**src/rtl/lane_decoder.sv**
```systemverilog
// Reassembles bit-inverted three-lane frames from a narrow beat stream and
// presents one decoded frame per valid/ready transfer, counting framing errors.
module lane_decoder #(
    parameter int unsigned P1   = 4,
    parameter int unsigned P2   = 5,
    parameter int unsigned IN_W = 4
) (
    input  logic            clk,
    input  logic            rst_n,
    input  logic [IN_W-1:0] in_data,
    input  logic            in_valid,
    input  logic            in_last,
    output logic            in_ready,
    output logic [P1-1:0]   out1,
    output logic [P2-1:0]   out2,
    output logic [3:0]      out3,
    output logic            out_valid,
    input  logic            out_ready,
    output logic            err,
    output logic [7:0]      err_cnt
);

    localparam int unsigned TOT   = P1 + P2 + 4;
    localparam int unsigned BEATS = (TOT + IN_W - 1) / IN_W;
    localparam int unsigned ACC_W = (BEATS - 1) * IN_W;
    localparam int unsigned CNT_W = $clog2(BEATS);
    localparam logic [CNT_W-1:0] LAST_BEAT = CNT_W'(BEATS - 1);

    logic [CNT_W-1:0] beat_cnt_q, beat_cnt_d;
    logic [ACC_W-1:0] acc_q, acc_d;
    logic [P1-1:0]    out1_q, out1_d;
    logic [P2-1:0]    out2_q, out2_d;
    logic [3:0]       out3_q, out3_d;
    logic             out_valid_q, out_valid_d;
    logic             err_q, err_d;
    logic [7:0]       err_cnt_q, err_cnt_d;

    logic             is_last_c;
    logic             accept_c;
    logic [TOT-1:0]   frame_c;

    // Final beat is never stored: the frame is formed from the accumulator plus the live beat.
    assign is_last_c = (beat_cnt_q == LAST_BEAT);
    assign in_ready  = !is_last_c || !out_valid_q || out_ready;
    assign accept_c  = in_valid && in_ready;
    assign frame_c   = TOT'({in_data, acc_q});

    always_comb begin
        beat_cnt_d  = beat_cnt_q;
        acc_d       = acc_q;
        out1_d      = out1_q;
        out2_d      = out2_q;
        out3_d      = out3_q;
        out_valid_d = out_valid_q;
        err_d       = 1'b0;
        err_cnt_d   = err_cnt_q;

        if (out_valid_q && out_ready) begin
            out_valid_d = 1'b0;
        end

        if (accept_c) begin
            // in_last must coincide exactly with the final beat slot
            if (is_last_c != in_last) begin
                beat_cnt_d = '0;
                err_d      = 1'b1;
                if (err_cnt_q != 8'hFF) begin
                    err_cnt_d = err_cnt_q + 8'd1;
                end
            end else if (is_last_c) begin
                out1_d      = ~frame_c[P1-1:0];
                out2_d      = ~frame_c[P1+P2-1:P1];
                out3_d      = frame_c[TOT-1:P1+P2];
                out_valid_d = 1'b1;
                beat_cnt_d  = '0;
            end else begin
                for (int unsigned k = 0; k < BEATS - 1; k++) begin
                    if (beat_cnt_q == CNT_W'(k)) begin
                        acc_d[k*IN_W +: IN_W] = in_data;
                    end
                end
                beat_cnt_d = beat_cnt_q + CNT_W'(1);
            end
        end
    end

    always_ff @(posedge clk or negedge rst_n) begin
        if (!rst_n) begin
            beat_cnt_q  <= '0;
            acc_q       <= '0;
            out1_q      <= '0;
            out2_q      <= '0;
            out3_q      <= '0;
            out_valid_q <= 1'b0;
            err_q       <= 1'b0;
            err_cnt_q   <= '0;
        end else begin
            beat_cnt_q  <= beat_cnt_d;
            acc_q       <= acc_d;
            out1_q      <= out1_d;
            out2_q      <= out2_d;
            out3_q      <= out3_d;
            out_valid_q <= out_valid_d;
            err_q       <= err_d;
            err_cnt_q   <= err_cnt_d;
        end
    end

    assign out1      = out1_q;
    assign out2      = out2_q;
    assign out3      = out3_q;
    assign out_valid = out_valid_q;
    assign err       = err_q;
    assign err_cnt   = err_cnt_q;

endmodule

```
**config.mk**
```make
export PLATFORM = sky130hd
export DESIGN_NAME = lane_decoder
export DESIGN_NICKNAME = d
export VERILOG_FILES = /design/src/rtl/lane_decoder.sv
export SDC_FILE = /design/constraint.sdc
export NUM_CORES = 1
export LEC_CHECK = 0
export CAP_MARGIN = 20
export CORE_MARGIN = 1.5
export CORE_UTILIZATION = 26
export CTS_BUF_LIST = sky130_fd_sc_hd__clkbuf_4
export DETAILED_ROUTE_END_ITERATION = 6
export MAX_ROUTING_LAYER = met4
export PLACE_DENSITY = 0.54
export SYNTH_ARGS = -nofsm -noshare
export SYNTH_HDL_FRONTEND = slang
export SYNTH_SLANG_ARGS = --single-unit
```
**constraint.sdc**
```tcl
create_clock -name clk -period 3.8 [get_ports clk]
set_input_delay 0.76 -clock clk [delete_from_list [all_inputs] [get_ports clk]]
set_output_delay 0.76 -clock clk [all_outputs]
set_load 0.005 [all_outputs]
```
# Word level (Yosys, flattened, before mapping)
# Index checks and enable logic that the tools add are counted.
# totals
register_bits	37
in_bits	9
out_inout_bits	24
wordCells	41
# classes
addsub	2
n_eq_ne	5
muxes	8
bitwise	4
reduce_logical	12
# op_table
operator	count
4-bit AND reduction	3
8-bit by 1-bit adder with 8-bit output, second input constant	1
8-bit != test, second input constant	1
1-bit 2-to-1 mux	6
3-bit AND reduction	2
5-bit NOT	1
2-bit equality test, second input constant	2
2-bit 2-to-1 mux	2
4-bit NOT	1
2-bit by 1-bit adder with 2-bit output, second input constant	1
2-bit by 1-bit equality test with 1-bit output, second input constant	1
1-bit logical AND	2
1-bit zero test	2
2-bit zero test	1
1-bit logical OR	2
1-bit NOT	2
1-bit != test	1

# Logic depth before layout (Yosys ltp)
# logic_depth
depth_word	6
mapped_depth	7
ltp_nobuf	7

# Least setup slack after synthesis
# No wires, ideal clock.
# synth_timing
kind	input-to-reg
start	input port in_last
end	register err_cnt_q[1] (netlist: err_cnt[1])
setup_ns	0.125
t_arrival_ns	1.723
required_ns	3.675
path_slack_ns	1.952
cell_stages	5
n_path_buf	0
cell_sequence	inv_1 -> ha_1 -> nand3_4 -> nor2_1 -> mux2_4
# synth_via
elab_chain_cells	2
# synth_lines
element	line_no	rtl
start: declaration	12	input logic in_last,
1-bit != test	64	if (is_last_c != in_last) begin
3-bit AND reduction (no source line)	--	
end signal: assignment	105	err_cnt_q <= err_cnt_d;
end: declaration	36	logic [7:0] err_cnt_q, err_cnt_d;
# No other way between the ends.
# A chain may end at the register's enable or synchronous reset.

# Final worst setup path
# layout_timing
start	input port out_ready
end	output port in_ready
# layout_via
elab_chain_cells	1
# layout_lines
element	line_no	rtl
start: declaration	18	input logic out_ready,
1-bit logical OR	44	assign in_ready = !is_last_c || !out_valid_q || out_ready;
end: declaration	13	output logic in_ready,
# No other way between the ends.

==> out/metrics.csv <==
metric;value;unit
outcome;finished clean;
cts-hold-fix-buffers;0;
grt_pass1_wl;5112;um
cts_max_level;2;
num-fill-cells;627;
leakage;0.9921;nW
switching_power;404.5;uW
boundaryPins;33;
ys.flop_type;dfrtp_1;
initial_core_util;26.67;%
rr_endpoint;err_cnt[1];
cp_data_required_time;3.04;ns
power_switching_share;29.82;%
cts_made_buffers;5;
rsz0062_at_grt;false;
combPwrFrac;35.8;%
dieWidth;83.24;um
drive_gt1_share;22.09;%
ys_ff_latch;37;
ant_nets;0;
netlist_top_cells_count;dfrtp_1, mux2_4, o21ai_0, nand2_1, ha_1;
yosysMostFrequentCell;dfrtp_1;
clock_path_buffers;2;
die_area;6929;um^2
insertedDiodeCount;0;
hold_end;out1[0];
globalplace.congestion;0.6782;
placedInstanceArea;2086;um^2
path_class;in -> out;
grt_antenna_before_repair;0;
num-nets-final;178;
fin_cells;240;
synth_top_area_share;55.31;%
crit_slowest_cell;clkdlybuf4s50_1;
slowest_delay;0.51;ns
worstMarginPinSlew;0.4724;ns
tns;0;ns
skew;0.01253;ns
hold_viol_final;0;
path_delay_family;buffers and inverters;
power_density;633.7;nW/um^2
cts_tree;yes;
die_height;83.24;um
path_buf_inv;2;
clock.fmax;0.3751;GHz
grt_pass1_vias;1056;
ys_types;26;
coreArea;6277;um^2
crit_top_cell;clkdlybuf4s50_1;
gr-total-overflow;0;
synth_cells;124;
setup.worst_path.end_class;output pin;
setup_slack;1.134;ns
post-route-period-util;70.16;%
drv_slew;0;
track_usage;9.535;%
holdWs;0.4700;ns
post_cts_buffers;0;
synth.avg_cell_area;13.50;um^2
synth_warnings;0;
relSlewSlack;68.51;%
period_minus_slack;2.666;ns
maxCapViolCount;0;
hold_depth;1;
hold_class;reg -> reg;
wirelength;2864;um
crit_arrival;1.91;ns
synth-edff-count;0;
syn_nets;140;
yosysSeqAreaShare;55.31;%
clock-sinks;37;
reg2reg_slack;1.88;ns
drcViolationCount;0;
post-place-ws;1.123;ns
worst-path-stages;3;
synthArstFlopShare;100.0;%
p_clk_share;14.9;%
vias;1037;
setup_violations;0;
grt_max_degree;38;
ir_drop;0.2568;mV
port-buffer-count;32;
area_growth;27.88;%
reg2reg_depth;6;
cp_max_fo;4;
clock-root-buffer;clkbuf_4;
synth.area.top_cells;dfrtp_1, mux2_4, ha_1;
hpwl;2055;um
r2r-start;beat_cnt_q[0];
netlist_area;1674;um^2
viasPerCell;4.321;
dpl.cell_count;232;
p_int;952.1;uW
worstSetupStartpointType;input port;
wire_per_inst;11.93;um
total_power;1.357;mW
cts_resized;0;
fp-row-count;29;
p_seq_share;49.3;%
drt_iter0_markers;9;
fin_area;2141;um^2
cts.clk_slew.worst_paths;0.10;ns
dr.pass1.iters;4;
hold_start;acc_q[0];
path_cells;clkdlybuf4s50_1 -> nand3b_4 -> clkdlybuf4s50_1;
utilization;34.10;%
yosysTopAreaCell;dfrtp_1;
clk_latency;0.34;ns
## power by group through the flow
stage	clock network [mW]	registers, mW	logic, mW
final	0.202	0.669	0.485
after global routing	0.231	0.697	0.537
after CTS	0.217	0.673	0.494
after detailed placement	0	0.682	0.491
after global placement	0	0.678	0.486
after floorplan	0	0.664	0.254
## cell usage in the layout (no fill, tap or decap), types with 3 or more instances in the layout
cell type and n:
mux2_2 5, nand3_4 4, mux2_4 13, ha_1 7
dfrtp_1 37, o21ai_0 12, clkdlybuf4s50_1 32, inv_1 5
xor2_1 5, clkbuf_4 5, nand2_1 10, nand3_1 4
nor3_1 3
## worst register-to-register path, stage by stage, from the launching register on
cell and delay (ns):
dfrtp_1 0.41, ha_1 0.29, inv_1 0.07, ha_1 0.36
nand3_4 0.13, nor2_1 0.24, mux2_4 0.32
## registers in the layout, indices dropped and copies added, names as in the netlist
| name | flops |
|---|---|
| acc_q | 12 |
| err_cnt | 8 |
| out2 | 5 |
| out1 | 4 |
| out3 | 4 |
| beat_cnt_q | 2 |
| err | 1 |
| out_valid | 1 |
## routing by layer
layer | part of all wire (%) | vias up | global-route usage, %
li1 | - | 509 | -
met5 | 0 | - | -
met2 | 45 | 26 | 14.56
met3 | 4.3 | 6 | 3.280
met4 | 1.3 | 0 | 3.182
met1 | 49 | 496 | 11.86
## layout make-up
type / count / area (um^2) / share of cell area, %
multi-input combinational: 79 / 713.2 / 33.31
inverter: 6 / 22.52 / 1.052
sequential: 37 / 925.9 / 43.25
tap: 77 / 96.34 / 4.500
timing repair buffer: 33 / 327.8 / 15.31
clock inverter: 3 / 17.52 / 0.8182
clock buffer: 5 / 37.54 / 1.753
## cell families after synthesis
kind of cell               synth area share [%]
adders and majority gates                 5.231
xor gates and xnor gates                  2.616
buffers and inverters                     2.092
and+or+nand+nor                           15.32
AOI/OAI and AO/OA                         4.410
muxes                                     15.02
DFF                                       55.31
## worst max path at each step
stage / startpoint / endpoint / slack (ns)
floorplan: in_last / err_cnt[1] / 1.95
global placement: out_ready / in_ready / 1.14
detailed placement: out_ready / in_ready / 1.12
CTS: out_ready / in_ready / 1.12
global route: out_ready / in_ready / 1.10
finish: out_ready / in_ready / 1.13
Note: power is estimated with default switching activity, not from simulation.
